**config.mk**
```make
export PLATFORM = sky130hd
export DESIGN_NAME = clock_set_ctrl_flat
export DESIGN_NICKNAME = d
export VERILOG_FILES = /design/src/rtl/clock_pkg.sv /design/src/rtl/clock_set_ctrl_if.sv /design/src/rtl/clock_set_ctrl_btn_repeat.sv /design/src/rtl/clock_set_ctrl.sv /design/src/flat_wrapper.sv
export SDC_FILE = /design/constraint.sdc
export NUM_CORES = 1
export LEC_CHECK = 0
export ABC_AREA = 0
export CAP_MARGIN = 30
export CORE_ASPECT_RATIO = 1.2
export CORE_MARGIN = 2
export CORE_UTILIZATION = 60
export CTS_CLUSTER_DIAMETER = 30
export CTS_CLUSTER_SIZE = 8
export DETAILED_ROUTE_END_ITERATION = 8
export HOLD_SLACK_MARGIN = 0.08
export PLACE_DENSITY = 0.79
export SYNTH_ARGS = -nofsm -noshare
export SYNTH_HDL_FRONTEND = slang
export SYNTH_SLANG_ARGS = --single-unit
```
**constraint.sdc**
```tcl
create_clock -name CLK -period 3.42 [get_ports CLK]
set_input_delay 0.684 -clock CLK [delete_from_list [all_inputs] [get_ports CLK]]
set_output_delay 0.684 -clock CLK [all_outputs]
set_load 0.03 [all_outputs]
```
**src/rtl/clock_pkg.sv**
```systemverilog
// Shared state codes and counter-width helper for the clock set controller.
package clock_pkg;

    localparam int unsigned MODE_W = 2;

    localparam logic [MODE_W-1:0] RUN      = 2'd0;
    localparam logic [MODE_W-1:0] SET_HOUR = 2'd1;
    localparam logic [MODE_W-1:0] SET_MIN  = 2'd2;
    localparam logic [MODE_W-1:0] SET_SEC  = 2'd3;

    // Bits needed for a counter that runs 0 .. n-1 (never narrower than 1).
    function automatic int unsigned cnt_width(input int unsigned n);
        return (n <= 2) ? 1 : $clog2(n);
    endfunction

endpackage

```
**src/rtl/clock_set_ctrl_if.sv**
```systemverilog
// Button/tick inputs and counter-control outputs of the clock set controller.
interface clock_set_ctrl_if;
    import clock_pkg::*;

    logic              TICK_1HZ;
    logic              BTN_MODE;
    logic              BTN_UP;
    logic              BTN_DOWN;
    logic              SEC_CARRY;
    logic              MIN_CARRY;
    logic              EN_SEC;
    logic              EN_MIN;
    logic              EN_HOUR;
    logic              CIN_SEC;
    logic              CIN_MIN;
    logic              CIN_HOUR;
    logic              DEC;
    logic              BLANK_SEC;
    logic              BLANK_MIN;
    logic              BLANK_HOUR;
    logic [MODE_W-1:0] MODE;

    modport master (
        input  TICK_1HZ, BTN_MODE, BTN_UP, BTN_DOWN, SEC_CARRY, MIN_CARRY,
        output EN_SEC, EN_MIN, EN_HOUR, CIN_SEC, CIN_MIN, CIN_HOUR, DEC,
               BLANK_SEC, BLANK_MIN, BLANK_HOUR, MODE
    );

    modport slave (
        output TICK_1HZ, BTN_MODE, BTN_UP, BTN_DOWN, SEC_CARRY, MIN_CARRY,
        input  EN_SEC, EN_MIN, EN_HOUR, CIN_SEC, CIN_MIN, CIN_HOUR, DEC,
               BLANK_SEC, BLANK_MIN, BLANK_HOUR, MODE
    );

endinterface

```
**src/rtl/clock_set_ctrl_btn_repeat.sv**
```systemverilog
// Button front end: 2-FF synchroniser, rising-edge detector and auto-repeat timer.
module btn_repeat
    import clock_pkg::*;
#(
    parameter int unsigned REPEAT_DLY = 25000000,
    parameter int unsigned REPEAT_PER = 5000000
) (
    input  logic CLK,
    input  logic RESET,
    input  logic btn,
    input  logic clr,
    output logic lvl,
    output logic evt_c
);

    localparam int unsigned RPT_MAX = (REPEAT_DLY > REPEAT_PER) ? REPEAT_DLY : REPEAT_PER;
    localparam int unsigned CNT_W   = cnt_width(RPT_MAX);

    logic             sync1;
    logic             sync2;
    logic             prev;
    logic             first;
    logic [CNT_W-1:0] cnt;
    logic             rise;
    logic             rep;
    logic [CNT_W-1:0] limit;

    assign lvl   = sync2;
    assign rise  = sync2 & ~prev;
    assign limit = first ? CNT_W'(REPEAT_DLY - 1) : CNT_W'(REPEAT_PER - 1);
    assign rep   = sync2 & ~rise & ~clr & (cnt == limit);
    assign evt_c = rise | rep;

    // First repeat waits REPEAT_DLY, later ones REPEAT_PER; any clear restarts the long wait.
    always_ff @(posedge CLK or posedge RESET) begin
        if (RESET) begin
            sync1 <= 1'b0;
            sync2 <= 1'b0;
            prev  <= 1'b0;
            first <= 1'b0;
            cnt   <= '0;
        end else begin
            sync1 <= btn;
            sync2 <= sync1;
            prev  <= sync2;
            if (clr || !sync2 || rise) begin
                cnt   <= '0;
                first <= 1'b1;
            end else if (rep) begin
                cnt   <= '0;
                first <= 1'b0;
            end else begin
                cnt   <= cnt + CNT_W'(1);
            end
        end
    end

endmodule

```
**src/rtl/clock_set_ctrl.sv**
```systemverilog
// Mode/time-setting controller: chains the counters in RUN, steps one field in SET states.
module clock_set_ctrl
    import clock_pkg::*;
#(
    parameter int unsigned REPEAT_DLY    = 25000000,
    parameter int unsigned REPEAT_PER    = 5000000,
    parameter int unsigned BLINK_HALF    = 12500000,
    parameter int unsigned TIMEOUT_TICKS = 30
) (
    input  logic             CLK,
    input  logic             RESET,
    clock_set_ctrl_if.master bus
);

    localparam int unsigned TO_W = cnt_width(TIMEOUT_TICKS);
    localparam int unsigned BL_W = cnt_width(BLINK_HALF);

    logic [MODE_W-1:0] state;
    logic [MODE_W-1:0] next_state;
    logic              mode_lvl;
    logic              mode_evt;
    logic              up_lvl;
    logic              up_evt;
    logic              dn_lvl;
    logic              dn_evt;
    logic              both;
    logic              rpt_clr;
    logic              activity;
    logic              step_req;
    logic              step;
    logic              dir;
    logic              phase;
    logic [BL_W-1:0]   blink_cnt;
    logic [TO_W-1:0]   to_cnt;

    btn_repeat #(.REPEAT_DLY(REPEAT_DLY), .REPEAT_PER(REPEAT_PER)) u_mode (
        .CLK(CLK), .RESET(RESET), .btn(bus.BTN_MODE), .clr(1'b1),
        .lvl(mode_lvl), .evt_c(mode_evt)
    );

    btn_repeat #(.REPEAT_DLY(REPEAT_DLY), .REPEAT_PER(REPEAT_PER)) u_up (
        .CLK(CLK), .RESET(RESET), .btn(bus.BTN_UP), .clr(rpt_clr),
        .lvl(up_lvl), .evt_c(up_evt)
    );

    btn_repeat #(.REPEAT_DLY(REPEAT_DLY), .REPEAT_PER(REPEAT_PER)) u_dn (
        .CLK(CLK), .RESET(RESET), .btn(bus.BTN_DOWN), .clr(rpt_clr),
        .lvl(dn_lvl), .evt_c(dn_evt)
    );

    // Repeat is suppressed in RUN, with both directions held, and while MODE is held.
    assign both     = up_lvl & dn_lvl;
    assign rpt_clr  = (state == RUN) | both | mode_lvl;
    assign activity = mode_evt | up_evt | dn_evt;

    always_ff @(posedge CLK or posedge RESET) begin
        if (RESET) state <= RUN;
        else       state <= next_state;
    end

    // Next state and step request; a step is dropped when the state changes in that cycle.
    always_comb begin
        next_state = state;
        step_req   = 1'b0;
        if (mode_evt) begin
            case (state)
                RUN:      next_state = SET_HOUR;
                SET_HOUR: next_state = SET_MIN;
                SET_MIN:  next_state = SET_SEC;
                SET_SEC:  next_state = RUN;
            endcase
        end else if ((state != RUN) && bus.TICK_1HZ && !activity &&
                     (to_cnt == TO_W'(TIMEOUT_TICKS - 1))) begin
            next_state = RUN;
        end
        step_req = (state != RUN) && !mode_evt && !both && (up_evt || dn_evt) &&
                   (next_state == state);
    end

    always_ff @(posedge CLK or posedge RESET) begin
        if (RESET) begin
            step <= 1'b0;
            dir  <= 1'b0;
        end else begin
            step <= step_req;
            if (step_req)                dir <= ~up_evt;
            else if (next_state == RUN)  dir <= 1'b0;
        end
    end

    // Inactivity timer counts ticks only while editing with no button activity.
    always_ff @(posedge CLK or posedge RESET) begin
        if (RESET) begin
            to_cnt <= '0;
        end else if ((state == RUN) || activity || (next_state != state)) begin
            to_cnt <= '0;
        end else if (bus.TICK_1HZ) begin
            to_cnt <= to_cnt + TO_W'(1);
        end
    end

    // Blink phase restarts (digits visible) on entering a SET state and on each step.
    always_ff @(posedge CLK or posedge RESET) begin
        if (RESET) begin
            blink_cnt <= '0;
            phase     <= 1'b0;
        end else if ((next_state == RUN) || (next_state != state) || step_req) begin
            blink_cnt <= '0;
            phase     <= 1'b0;
        end else if (blink_cnt == BL_W'(BLINK_HALF - 1)) begin
            blink_cnt <= '0;
            phase     <= ~phase;
        end else begin
            blink_cnt <= blink_cnt + BL_W'(1);
        end
    end

    // Counter control: chained clock in RUN, single selected field otherwise.
    always_comb begin
        bus.EN_SEC     = 1'b0;
        bus.EN_MIN     = 1'b0;
        bus.EN_HOUR    = 1'b0;
        bus.CIN_SEC    = 1'b0;
        bus.CIN_MIN    = 1'b0;
        bus.CIN_HOUR   = 1'b0;
        bus.DEC        = 1'b0;
        bus.BLANK_SEC  = 1'b0;
        bus.BLANK_MIN  = 1'b0;
        bus.BLANK_HOUR = 1'b0;
        bus.MODE       = state;
        case (state)
            RUN: begin
                bus.EN_SEC   = 1'b1;
                bus.EN_MIN   = 1'b1;
                bus.EN_HOUR  = 1'b1;
                bus.CIN_SEC  = bus.TICK_1HZ;
                bus.CIN_MIN  = bus.SEC_CARRY;
                bus.CIN_HOUR = bus.SEC_CARRY & bus.MIN_CARRY;
            end
            SET_HOUR: begin
                bus.EN_HOUR    = 1'b1;
                bus.CIN_HOUR   = step;
                bus.DEC        = dir;
                bus.BLANK_HOUR = phase;
            end
            SET_MIN: begin
                bus.EN_MIN    = 1'b1;
                bus.CIN_MIN   = step;
                bus.DEC       = dir;
                bus.BLANK_MIN = phase;
            end
            SET_SEC: begin
                bus.EN_SEC    = 1'b1;
                bus.CIN_SEC   = step;
                bus.DEC       = dir;
                bus.BLANK_SEC = phase;
            end
        endcase
    end

endmodule

```
**src/flat_wrapper.sv**
```systemverilog
// flat-port wrapper written by rule: the top's interface ports become plain ports
module clock_set_ctrl_flat import clock_pkg::*;
#(
    parameter int unsigned REPEAT_DLY    = 25000000,
    parameter int unsigned REPEAT_PER    = 5000000,
    parameter int unsigned BLINK_HALF    = 12500000,
    parameter int unsigned TIMEOUT_TICKS = 30
)
  (CLK, RESET, bus_TICK_1HZ, bus_BTN_MODE, bus_BTN_UP, bus_BTN_DOWN, bus_SEC_CARRY, bus_MIN_CARRY, bus_EN_SEC, bus_EN_MIN, bus_EN_HOUR, bus_CIN_SEC, bus_CIN_MIN, bus_CIN_HOUR, bus_DEC, bus_BLANK_SEC, bus_BLANK_MIN, bus_BLANK_HOUR, bus_MODE);
  clock_set_ctrl_if bus_i ();
  input  logic CLK;
  input  logic RESET;
  input wire logic [$bits(bus_i.TICK_1HZ)-1:0] bus_TICK_1HZ;
  input wire logic [$bits(bus_i.BTN_MODE)-1:0] bus_BTN_MODE;
  input wire logic [$bits(bus_i.BTN_UP)-1:0] bus_BTN_UP;
  input wire logic [$bits(bus_i.BTN_DOWN)-1:0] bus_BTN_DOWN;
  input wire logic [$bits(bus_i.SEC_CARRY)-1:0] bus_SEC_CARRY;
  input wire logic [$bits(bus_i.MIN_CARRY)-1:0] bus_MIN_CARRY;
  output wire logic [$bits(bus_i.EN_SEC)-1:0] bus_EN_SEC;
  output wire logic [$bits(bus_i.EN_MIN)-1:0] bus_EN_MIN;
  output wire logic [$bits(bus_i.EN_HOUR)-1:0] bus_EN_HOUR;
  output wire logic [$bits(bus_i.CIN_SEC)-1:0] bus_CIN_SEC;
  output wire logic [$bits(bus_i.CIN_MIN)-1:0] bus_CIN_MIN;
  output wire logic [$bits(bus_i.CIN_HOUR)-1:0] bus_CIN_HOUR;
  output wire logic [$bits(bus_i.DEC)-1:0] bus_DEC;
  output wire logic [$bits(bus_i.BLANK_SEC)-1:0] bus_BLANK_SEC;
  output wire logic [$bits(bus_i.BLANK_MIN)-1:0] bus_BLANK_MIN;
  output wire logic [$bits(bus_i.BLANK_HOUR)-1:0] bus_BLANK_HOUR;
  output wire logic [$bits(bus_i.MODE)-1:0] bus_MODE;
  assign bus_i.TICK_1HZ = bus_TICK_1HZ;
  assign bus_i.BTN_MODE = bus_BTN_MODE;
  assign bus_i.BTN_UP = bus_BTN_UP;
  assign bus_i.BTN_DOWN = bus_BTN_DOWN;
  assign bus_i.SEC_CARRY = bus_SEC_CARRY;
  assign bus_i.MIN_CARRY = bus_MIN_CARRY;
  assign bus_EN_SEC = bus_i.EN_SEC;
  assign bus_EN_MIN = bus_i.EN_MIN;
  assign bus_EN_HOUR = bus_i.EN_HOUR;
  assign bus_CIN_SEC = bus_i.CIN_SEC;
  assign bus_CIN_MIN = bus_i.CIN_MIN;
  assign bus_CIN_HOUR = bus_i.CIN_HOUR;
  assign bus_DEC = bus_i.DEC;
  assign bus_BLANK_SEC = bus_i.BLANK_SEC;
  assign bus_BLANK_MIN = bus_i.BLANK_MIN;
  assign bus_BLANK_HOUR = bus_i.BLANK_HOUR;
  assign bus_MODE = bus_i.MODE;
  clock_set_ctrl #(.REPEAT_DLY(REPEAT_DLY), .REPEAT_PER(REPEAT_PER), .BLINK_HALF(BLINK_HALF), .TIMEOUT_TICKS(TIMEOUT_TICKS)) u_core (.CLK(CLK), .RESET(RESET), .bus(bus_i));
endmodule
```
==> flow_summary.ini, run 1 <==
[clock_tree]
clk_pin_slew_worst_paths_ns = 0.09
cts_root_buf = clkbuf_8
clk_latency_ns = 0.35
ctsResizeCount = 0
numCtsBuffers = 9
hold_buffers = 0
cts_sinks = 95
postCtsSetupBuffers = 0
cts_tree = done
clockBufferDepth = 2
h-tree-depth = 3

[floorplan]
rows = 35
fp.dieH_um = 101
dieArea_sq_um = 8620
core_sq_um = 7660
io_pins = 20
die_x_um = 85.1
start_util_pct = 61.8

[timing]
finalCritPeriodShare_pct = 88.2
setup-tns-final_ns = 0
hold_viol = 0
fmax_ghz = 0.331
period_minus_slack_ns = 3.02
fin_skew_ns = 0.00973
worstMarginPinSlew_ns = 0.854
fin_hold_ws_ns = 0.351
setup_viol = 0
rsz0062_at_grt = false
slew_violations = 0
relSlewSlack_pct = 42.6

[pwr]
p_leak_nw = 2.20
clkPwrFrac_pct = 28.4
pwr-share-seq_pct = 46.7
ir_worst_vdd_v = 0.000311
internal_power_w = 0.00176
powerDensity_nw_per_um2 = 495
p_switching_w = 0.000831
p_comb_share_pct = 24.9
netSwitchingFraction_pct = 32.0

[logic_synthesis]
syn-cell-area_sq_um = 4740
synth_nets = 486
synthCells = 469
yosysSeqAreaShare_pct = 50.2
synthArstFlopShare_pct = 100
synth-seq-cells = 95
synth_edf_count = 0
synth_area_per_cell_sq_um = 10.1
ys.flop_type = dfrtp_1
yosysWarningCount = 0
ys_types = 48

[global_route]
grt_pass1_wl_um = 15500
overflow = 0
grt_pass1_vias = 3470
antenna_found_initial = 0
grt_max_degree = 38
grt_util_all_layers_pct = 22.5

[worst_setup_path]
cp_max_fo = 25
cp-end-kind = flip-flop
crit_type = reg2reg
required_ns = 3.64
cp_slowest_cell = or4_1
path_delay_family = simple AND/OR/NAND/NOR gates
worstPathCellList = inv_1 -> ha_1 -> or4_1 -> a2111o_1 -> nand3_2 -> mux2i_4 -> buf_4 -> nor3_1
slowest_delay_ns = 0.58
start_kind = flip-flop
worst-path-buf-inv = 2
arrival_ns = 3.24

[layout]
nets = 511
fill_cells = 600
drive_above_1_share_pct = 9.44
syn_to_final_growth_pct = 10.7
diodes = 0

[placed_design]
numPortBuffers = 19
place.gp.congestion = 0.821
hpwl_um = 6120

[detailed_routing]
routed_wl_um = 8660
final_antenna_net_count = 0
drt_iter0_drc = 139
vias_per_cell = 5.75
wire_per_inst_um = 14.7
vias = 3395
drc_errors = 0
dr.pass1.iters = 4

[outcome]
status = complete, no violations

[run]
cap_violations = 0

[min_path]
holdCritPathClass = reg2reg
[metal layers]
metal,global-route usage (%),wire length [um],vias to the layer above
li1,-,-,1652
met4,10.5,199,0
met1,28.5,3870,1669
met5,0,0,-
met2,37.9,4320,56
met3,3.67,275,18
[area by class of cell]
type                    count  area [sq um]  area share (%)
inverters                  15          57.6            1.10
clock inverters             3          42.5           0.811
multi-input cells         346          2250            42.8
repair buffers             27           250            4.77
flip-flops and latches     95          2380            45.3
clock buffers              12           155            2.96
well taps                  92           115            2.19
[flip-flops by register name, indices dropped and copies added, names as in the netlist, 2 cells and up]
signal / count
u_core.u_dn.cnt: 25
u_core.u_up.cnt: 25
u_core.blink_cnt: 24
u_core.to_cnt: 5
u_core.bus.MODE: 2
[metrics by stage]
stage | power, W | instance area [sq um] | util, % | worst slack [ns] | cells
2_1_floorplan | 0.00167 | 4740 | - | 0.259 | 469
3_3_place_gp | 0.00186 | 5050 | 65.9 | 0.561 | 575
3_5_place_dp | 0.00188 | 5050 | 65.9 | 0.448 | 575
4_1_cts | 0.00262 | 5250 | 68.4 | 0.414 | 590
5_1_grt | 0.00273 | 5250 | 68.4 | 0.163 | 590
6_report | 0.00260 | 5250 | 68.4 | 0.403 | 590
[power groups by stage]
stage	Combinational, W	Sequential (W)	Clock [W]
finish	0.000646	0.00121	0.000736
CTS	0.000655	0.00121	0.000756
floorplan	0.000427	0.00125	0
detailed placement	0.000645	0.00123	0
global route	0.000709	0.00122	0.000801
global placement	0.000633	0.00123	0
[synth_stat cells (2+ instances only)]
| cell | number | area share, % |
|---|---|---|
| dfrtp_1 | 95 | 50 |
| nor2_1 | 69 | 5.5 |
| xor2_1 | 43 | 8.0 |
| nand2_1 | 36 | 2.9 |
| xnor2_1 | 29 | 5.4 |
| nand3_1 | 26 | 2.7 |
| nor3_2 | 20 | 4.2 |
| and3_1 | 17 | 2.2 |
| inv_1 | 15 | 1.2 |
| nand4_1 | 15 | 2.0 |
| nor3_1 | 12 | 1.3 |
| clkbuf_1 | 9 | 0.71 |
| ha_1 | 9 | 2.4 |
| nor4_1 | 8 | 1.1 |
| and4_1 | 6 | 1.1 |
| nor2b_1 | 6 | 0.79 |
| a21oi_1 | 4 | 0.42 |
| and2_1 | 4 | 0.53 |
| o21ai_0 | 4 | 0.42 |
| or4_1 | 4 | 0.63 |
| nand2b_1 | 3 | 0.40 |
| or3_1 | 3 | 0.40 |
| a211oi_1 | 2 | 0.32 |
| buf_6 | 2 | 0.48 |
| nor3b_1 | 2 | 0.32 |
| nor4bb_1 | 2 | 0.42 |
| o2111ai_1 | 2 | 0.37 |
| or2_2 | 2 | 0.26 |
[placed cells by master (no fill, tap or decap), drive strengths merged, types with 9 or more instances in the layout]
cell type      instances
nand2                 36
and3                  17
clkbuf                12
clkdlybuf4s50         19
nor2                  69
dfrtp                 95
xor2                  43
ha                     9
nand4                 15
xnor2                 29
nor3                  32
inv                   14
nand3                 27
[path summary, 6_finish.rpt]
kind                       slack [ns]                    to               start  depth (start not counted)
max                              0.40  u_core.blink_cnt[11]  u_core.bus.MODE[0]                          8
min in group asynchronous        0.72   u_core.u_dn.cnt[22]               RESET                          2
max in group asynchronous        1.91   u_core.u_up.cnt[11]               RESET                          3
min                              0.35       u_core.u_up.lvl   u_core.u_up.sync1                          0
max reg2reg                      0.40  u_core.blink_cnt[11]  u_core.bus.MODE[0]                          8
min reg2reg                      0.35       u_core.u_up.lvl   u_core.u_up.sync1                          0
[cell families (layout without fill, tap and decap cells)]
logic type | count (synthesis) | in the layout | synth area share [%]
AND/OR/NAND/NOR | 242 | 242 | 28.0
flip-flops | 95 | 95 | 50.2
XOR/XNOR | 72 | 72 | 13.3
buffers and inverters | 28 | 57 | 2.56
AO/OA/AOI/OAI | 21 | 21 | 3.09
adder cells (fa/ha/maj) | 9 | 9 | 2.38
multiplexers | 2 | 2 | 0.502
[worst reg2reg max path, stage by stage (launching register included)]
cell	delay (ns)
dfrtp_1	0.48
inv_1	0.13
ha_1	0.32
or4_1	0.58
a2111o_1	0.47
nand3_2	0.16
mux2i_4	0.24
buf_4	0.37
nor3_1	0.13
Power figures use the tool's default switching activity.
==> run 2, diff against run 1 <==
==> constraint.sdc (replaced) <==
create_clock -name CLK -period 3.9 [get_ports CLK]
set_input_delay 0.39 -clock CLK [delete_from_list [all_inputs] [get_ports CLK]]
set_output_delay 0.39 -clock CLK [all_outputs]
set_load 0.03 [all_outputs]
==> run 2 against run 1 <==
Compared with the run above:
- combinational power fell by 15%
- hold slack got worse by 0.0070 ns
- sequential power fell by 12%
- non-clock buffer count fell by 4
- worst setup slack improved by 0.45 ns
- wire length rose by 1.3%
- via count fell by 1.2%
==> flow_summary.ini, run 2 (same netlist as run 1, synthesis figures left out) <==
[outcome]
status = complete, no violations

[detailed_routing]
vias = 3355
drc_errors = 0
wire_per_inst_um = 14.9
final_antenna_net_count = 0
dr.pass1.iters = 4
drt_iter0_drc = 179
vias_per_cell = 5.72
routed_wl_um = 8770

[floorplan]
dieArea_sq_um = 8620
core_sq_um = 7660
io_pins = 20
fp.dieH_um = 101
die_x_um = 85.1
rows = 35
start_util_pct = 61.8

[layout]
drive_above_1_share_pct = 9.09
diodes = 0
syn_to_final_growth_pct = 10.7
fin_util_pct = 68.4
reg_top3 = u_core.u_dn.cnt x25, u_core.u_up.cnt x25, u_core.blink_cnt x24
layout_common_cells = 95 x dfrtp_1, 69 x nor2_1, 43 x xor2_1, 36 x nand2_1, 29 x xnor2_1
nets = 507
layout_commonest_cell = dfrtp_1

[clock_tree]
clockBufferDepth = 2
postCtsSetupBuffers = 0
clk_latency_ns = 0.36
cts_tree = done
clk_pin_slew_worst_paths_ns = 0.10
hold_buffers = 0
cts_root_buf = clkbuf_8
ctsResizeCount = 0
h-tree-depth = 3
numCtsBuffers = 9
cts_sinks = 95

[pwr]
p_leak_nw = 2.19
powerDensity_nw_per_um2 = 448
ir_worst_vdd_v = 0.000314
power_w = 0.00235

[timing]
setup_viol = 0
fmax_ghz = 0.328
hold_viol = 0
relSlewSlack_pct = 38.0
rsz0062_at_grt = false
worstMarginPinSlew_ns = 0.930
setup-tns-final_ns = 0
fin_skew_ns = 0.0123
period_minus_slack_ns = 3.05
finalCritPeriodShare_pct = 78.2
slew_violations = 0

[worst_setup_path]
required_ns = 4.12
slowest_delay_ns = 0.59
worstRegToRegCells = 8
path_delay_family = simple AND/OR/NAND/NOR gates
r2r_start = u_core.bus.MODE[0]
cp-end-kind = flip-flop
cp_slowest_cell = or4_1
cp_max_fo = 25
crit_type = reg2reg
worst-path-buf-inv = 2
worstPathCellList = inv_1 -> ha_1 -> or4_1 -> a2111o_1 -> nand3_2 -> mux2i_4 -> buf_4 -> nor3_1
r2r_slack_ns = 0.85
regToRegEndpoint = u_core.blink_cnt[11]
start_kind = flip-flop
arrival_ns = 3.27

[global_route]
grt_pass1_wl_um = 15300
grt_util_all_layers_pct = 22.1
grt_max_degree = 39
antenna_found_initial = 0
overflow = 0
grt_pass1_vias = 3455

[min_path]
holdCritPathClass = in2async

[placed_design]
place.gp.congestion = 0.842
numPortBuffers = 19
hpwl_um = 6120

[run]
cap_violations = 0
[run 2: final cells by class]
class	count	area, sq um
clock buffer	9	124
clock inverter	7	104
fill	586	2420
inverter	15	57.6
multi-input combinational	346	2250
sequential	95	2380
tap	92	115
timing repair buffer	23	218
[run 2: per-layer routing]
| metal | part of all wire, % | GRT usage, % | vias to the layer above |
|---|---|---|---|
| met4 | 2.4 | 11.1 | 0 |
| met3 | 1.5 | 3.02 | 20 |
| li1 | - | - | 1642 |
| met5 | 0 | 0 | - |
| met2 | 52 | 38.6 | 42 |
| met1 | 44 | 26.8 | 1651 |
[run 2: worst max-delay path by stage]
| stage | startpoint | to | depth (start not counted) | slack [ns] |
|---|---|---|---|---|
| 2_1_floorplan | u_core.bus.MODE[0] | u_core.blink_cnt[14] | 9 | 0.90 |
| 3_3_place_gp | u_core.bus.MODE[0] | u_core.blink_cnt[5] | 8 | 1.02 |
| 3_5_place_dp | u_core.bus.MODE[0] | u_core.blink_cnt[11] | 8 | 0.88 |
| 4_1_cts | u_core.bus.MODE[0] | u_core.blink_cnt[11] | 8 | 0.85 |
| 5_1_grt | u_core.bus.MODE[0] | u_core.u_dn.cnt[11] | 6 | 0.67 |
| 6_report | u_core.bus.MODE[0] | u_core.blink_cnt[11] | 8 | 0.85 |
[run 2: worst register-to-register path, stage by stage (launching register included)]
cell and delay [ns]:
dfrtp_1 0.49, inv_1 0.13, ha_1 0.33, or4_1 0.59, a2111o_1 0.46, nand3_2 0.16
mux2i_4 0.24, buf_4 0.38, nor3_1 0.13
[run 2: stage by stage]
stage / hold WS, ns / setup WS, ns / cell area (sq um) / cells
after floorplan: 0.331 / 0.898 / 4740 / 469
after global placement: 0.347 / 1.02 / 5010 / 570
after detailed placement: 0.343 / 0.880 / 5010 / 571
after CTS: 0.350 / 0.851 / 5240 / 587
after global routing: 0.373 / 0.668 / 5240 / 587
final: 0.344 / 0.851 / 5240 / 587
[run 2: power breakdown]
group	switching, W	internal, W	leakage (nW)	total, W
Clock	0.000365	0.000370	0.108	0.000735
Sequential	0.0000433	0.00102	1.29	0.00106
Combinational	0.000359	0.000189	0.799	0.000548
==> run 3, diff against run 2 <==
==> constraint.sdc (replaced) <==
create_clock -name CLK -period 3 [get_ports CLK]
set_input_delay 0.3 -clock CLK [delete_from_list [all_inputs] [get_ports CLK]]
set_output_delay 0.3 -clock CLK [all_outputs]
set_load 0.03 [all_outputs]
==> run 3 against run 2 <==
Compared with the run above:
- fmax grew 13%
- critical endpoint is now u_core.blink_cnt[23]
- wire length grew 0.75%
- first-iteration DRC count increased by 0.56%
- critical path type unchanged
- highest routed layer unchanged
==> flow_summary.ini, run 3 (same netlist as run 1, synthesis figures left out) <==
[outcome]
status = complete, no violations

[clock_tree]
cts_root_buf = clkbuf_8
cts_sinks = 95
hold_buffers = 0
h-tree-depth = 3
numCtsBuffers = 9
cts_tree = done
postCtsSetupBuffers = 0
clk_pin_slew_worst_paths_ns = 0.10
ctsResizeCount = 0
clockBufferDepth = 2
clk_latency_ns = 0.35

[timing]
relSlewSlack_pct = 55.0
slew_violations = 0
fin_skew_ns = 0.0133
setup-tns-final_ns = 0
worstMarginPinSlew_ns = 0.675
period_minus_slack_ns = 2.69
rsz0062_at_grt = false
hold_viol = 0
fmax_ghz = 0.371
setup_viol = 0
fin_hold_ws_ns = 0.354
finalCritPeriodShare_pct = 89.7

[worst_setup_path]
r2r_start = u_core.bus.MODE[1]
arrival_ns = 2.91
cp_slowest_cell = or4_1
cp-end-kind = flip-flop
regToRegEndpoint = u_core.blink_cnt[23]
start_kind = flip-flop
worstPathCellList = inv_1 -> ha_1 -> or4_1 -> a2111o_1 -> nand3_2 -> mux2i_4 -> buf_12 -> nor3_1
worst-path-buf-inv = 2
r2r_slack_ns = 0.31
path_delay_family = simple AND/OR/NAND/NOR gates
worstRegToRegCells = 8
crit_type = reg2reg
required_ns = 3.22
cp_max_fo = 25
slowest_delay_ns = 0.55

[detailed_routing]
vias_per_cell = 5.68
final_antenna_net_count = 0
vias = 3377
drt_iter0_drc = 180
drc_errors = 0
dr.pass1.iters = 4
routed_wl_um = 8840
wire_per_inst_um = 14.9

[layout]
nets = 515
layout_commonest_cell = dfrtp_1
syn_to_final_growth_pct = 12.0
reg_top3 = u_core.u_dn.cnt x25, u_core.u_up.cnt x25, u_core.blink_cnt x24
diodes = 0
drive_above_1_share_pct = 10.7
layout_common_cells = 94 x dfrtp_1, 69 x nor2_1, 43 x xor2_1, 36 x nand2_1, 29 x xnor2_1

[pwr]
powerDensity_nw_per_um2 = 563
ir_worst_vdd_v = 0.000370
p_leak_nw = 2.23

[placed_design]
numPortBuffers = 19
place.gp.congestion = 0.868
hpwl_um = 6240

[floorplan]
rows = 35
io_pins = 20
fp.dieH_um = 101
start_util_pct = 61.8
dieArea_sq_um = 8620
die_x_um = 85.1
core_sq_um = 7660

[global_route]
antenna_found_initial = 0
grt_util_all_layers_pct = 22.1
grt_pass1_vias = 3450
grt_max_degree = 40
overflow = 0
grt_pass1_wl_um = 15500

[run]
cap_violations = 0

[min_path]
holdCritPathClass = in2async
## run 3: worst reg2reg max path, cell delays in order, from the launching register on
cell and delay, ns:
dfrtp_1 0.48, inv_1 0.13, ha_1 0.22, or4_1 0.55
a2111o_1 0.45, nand3_2 0.15, mux2i_4 0.27, buf_12 0.22
nor3_1 0.08
## run 3: how the worst max path moves through the flow
stage	cells after the start	slack, ns	to	startpoint
final	8	0.31	u_core.blink_cnt[23]	u_core.bus.MODE[1]
after global routing	8	0.19	u_core.blink_cnt[23]	u_core.bus.MODE[1]
after global placement	8	0.43	u_core.blink_cnt[3]	u_core.bus.MODE[1]
after detailed placement	8	0.34	u_core.blink_cnt[3]	u_core.bus.MODE[1]
after CTS	8	0.30	u_core.blink_cnt[23]	u_core.bus.MODE[1]
after floorplan	1	0.007	u_core.bus.MODE[0]	RESET
## run 3: stage by stage
stage / power, W / util (%) / cells / setup slack [ns] / instance area (sq um)
6_report: 0.00299 / 69.3 / 595 / 0.308 / 5310
5_1_grt: 0.00314 / 69.3 / 595 / 0.188 / 5310
4_1_cts: 0.00302 / 69.3 / 595 / 0.303 / 5310
3_5_place_dp: 0.00217 / 66.6 / 579 / 0.335 / 5100
3_3_place_gp: 0.00215 / 66.6 / 579 / 0.434 / 5100
2_1_floorplan: 0.00191 / - / 469 / 0.00725 / 4740
## run 3: power breakdown
part	internal, W	switching, W	leakage [nW]
combinational	0.000275	0.000477	0.847
clock	0.000394	0.000457	0.0964
sequential	0.00133	0.0000598	1.29
## run 3: final cells by class
class                           count  area (sq um)
Tap cell                           92           115
Fill cell                         578          2360
Clock inverter                      7          80.1
Multi-Input combinational cell    346          2250
Inverter                           15          57.6
Sequential cell                    95          2380
Clock buffer                        9           124
Timing Repair Buffer               31           305
## run 3: per-layer routing
| metal | share of wire (%) | vias to the layer above | global-route usage, % |
|---|---|---|---|
| met2 | 53 | 46 | 39.4 |
| li1 | - | 1654 | - |
| met4 | 1.3 | 0 | 7.20 |
| met5 | 0 | - | 0 |
| met3 | 2.2 | 12 | 4.32 |
| met1 | 43 | 1665 | 27.2 |
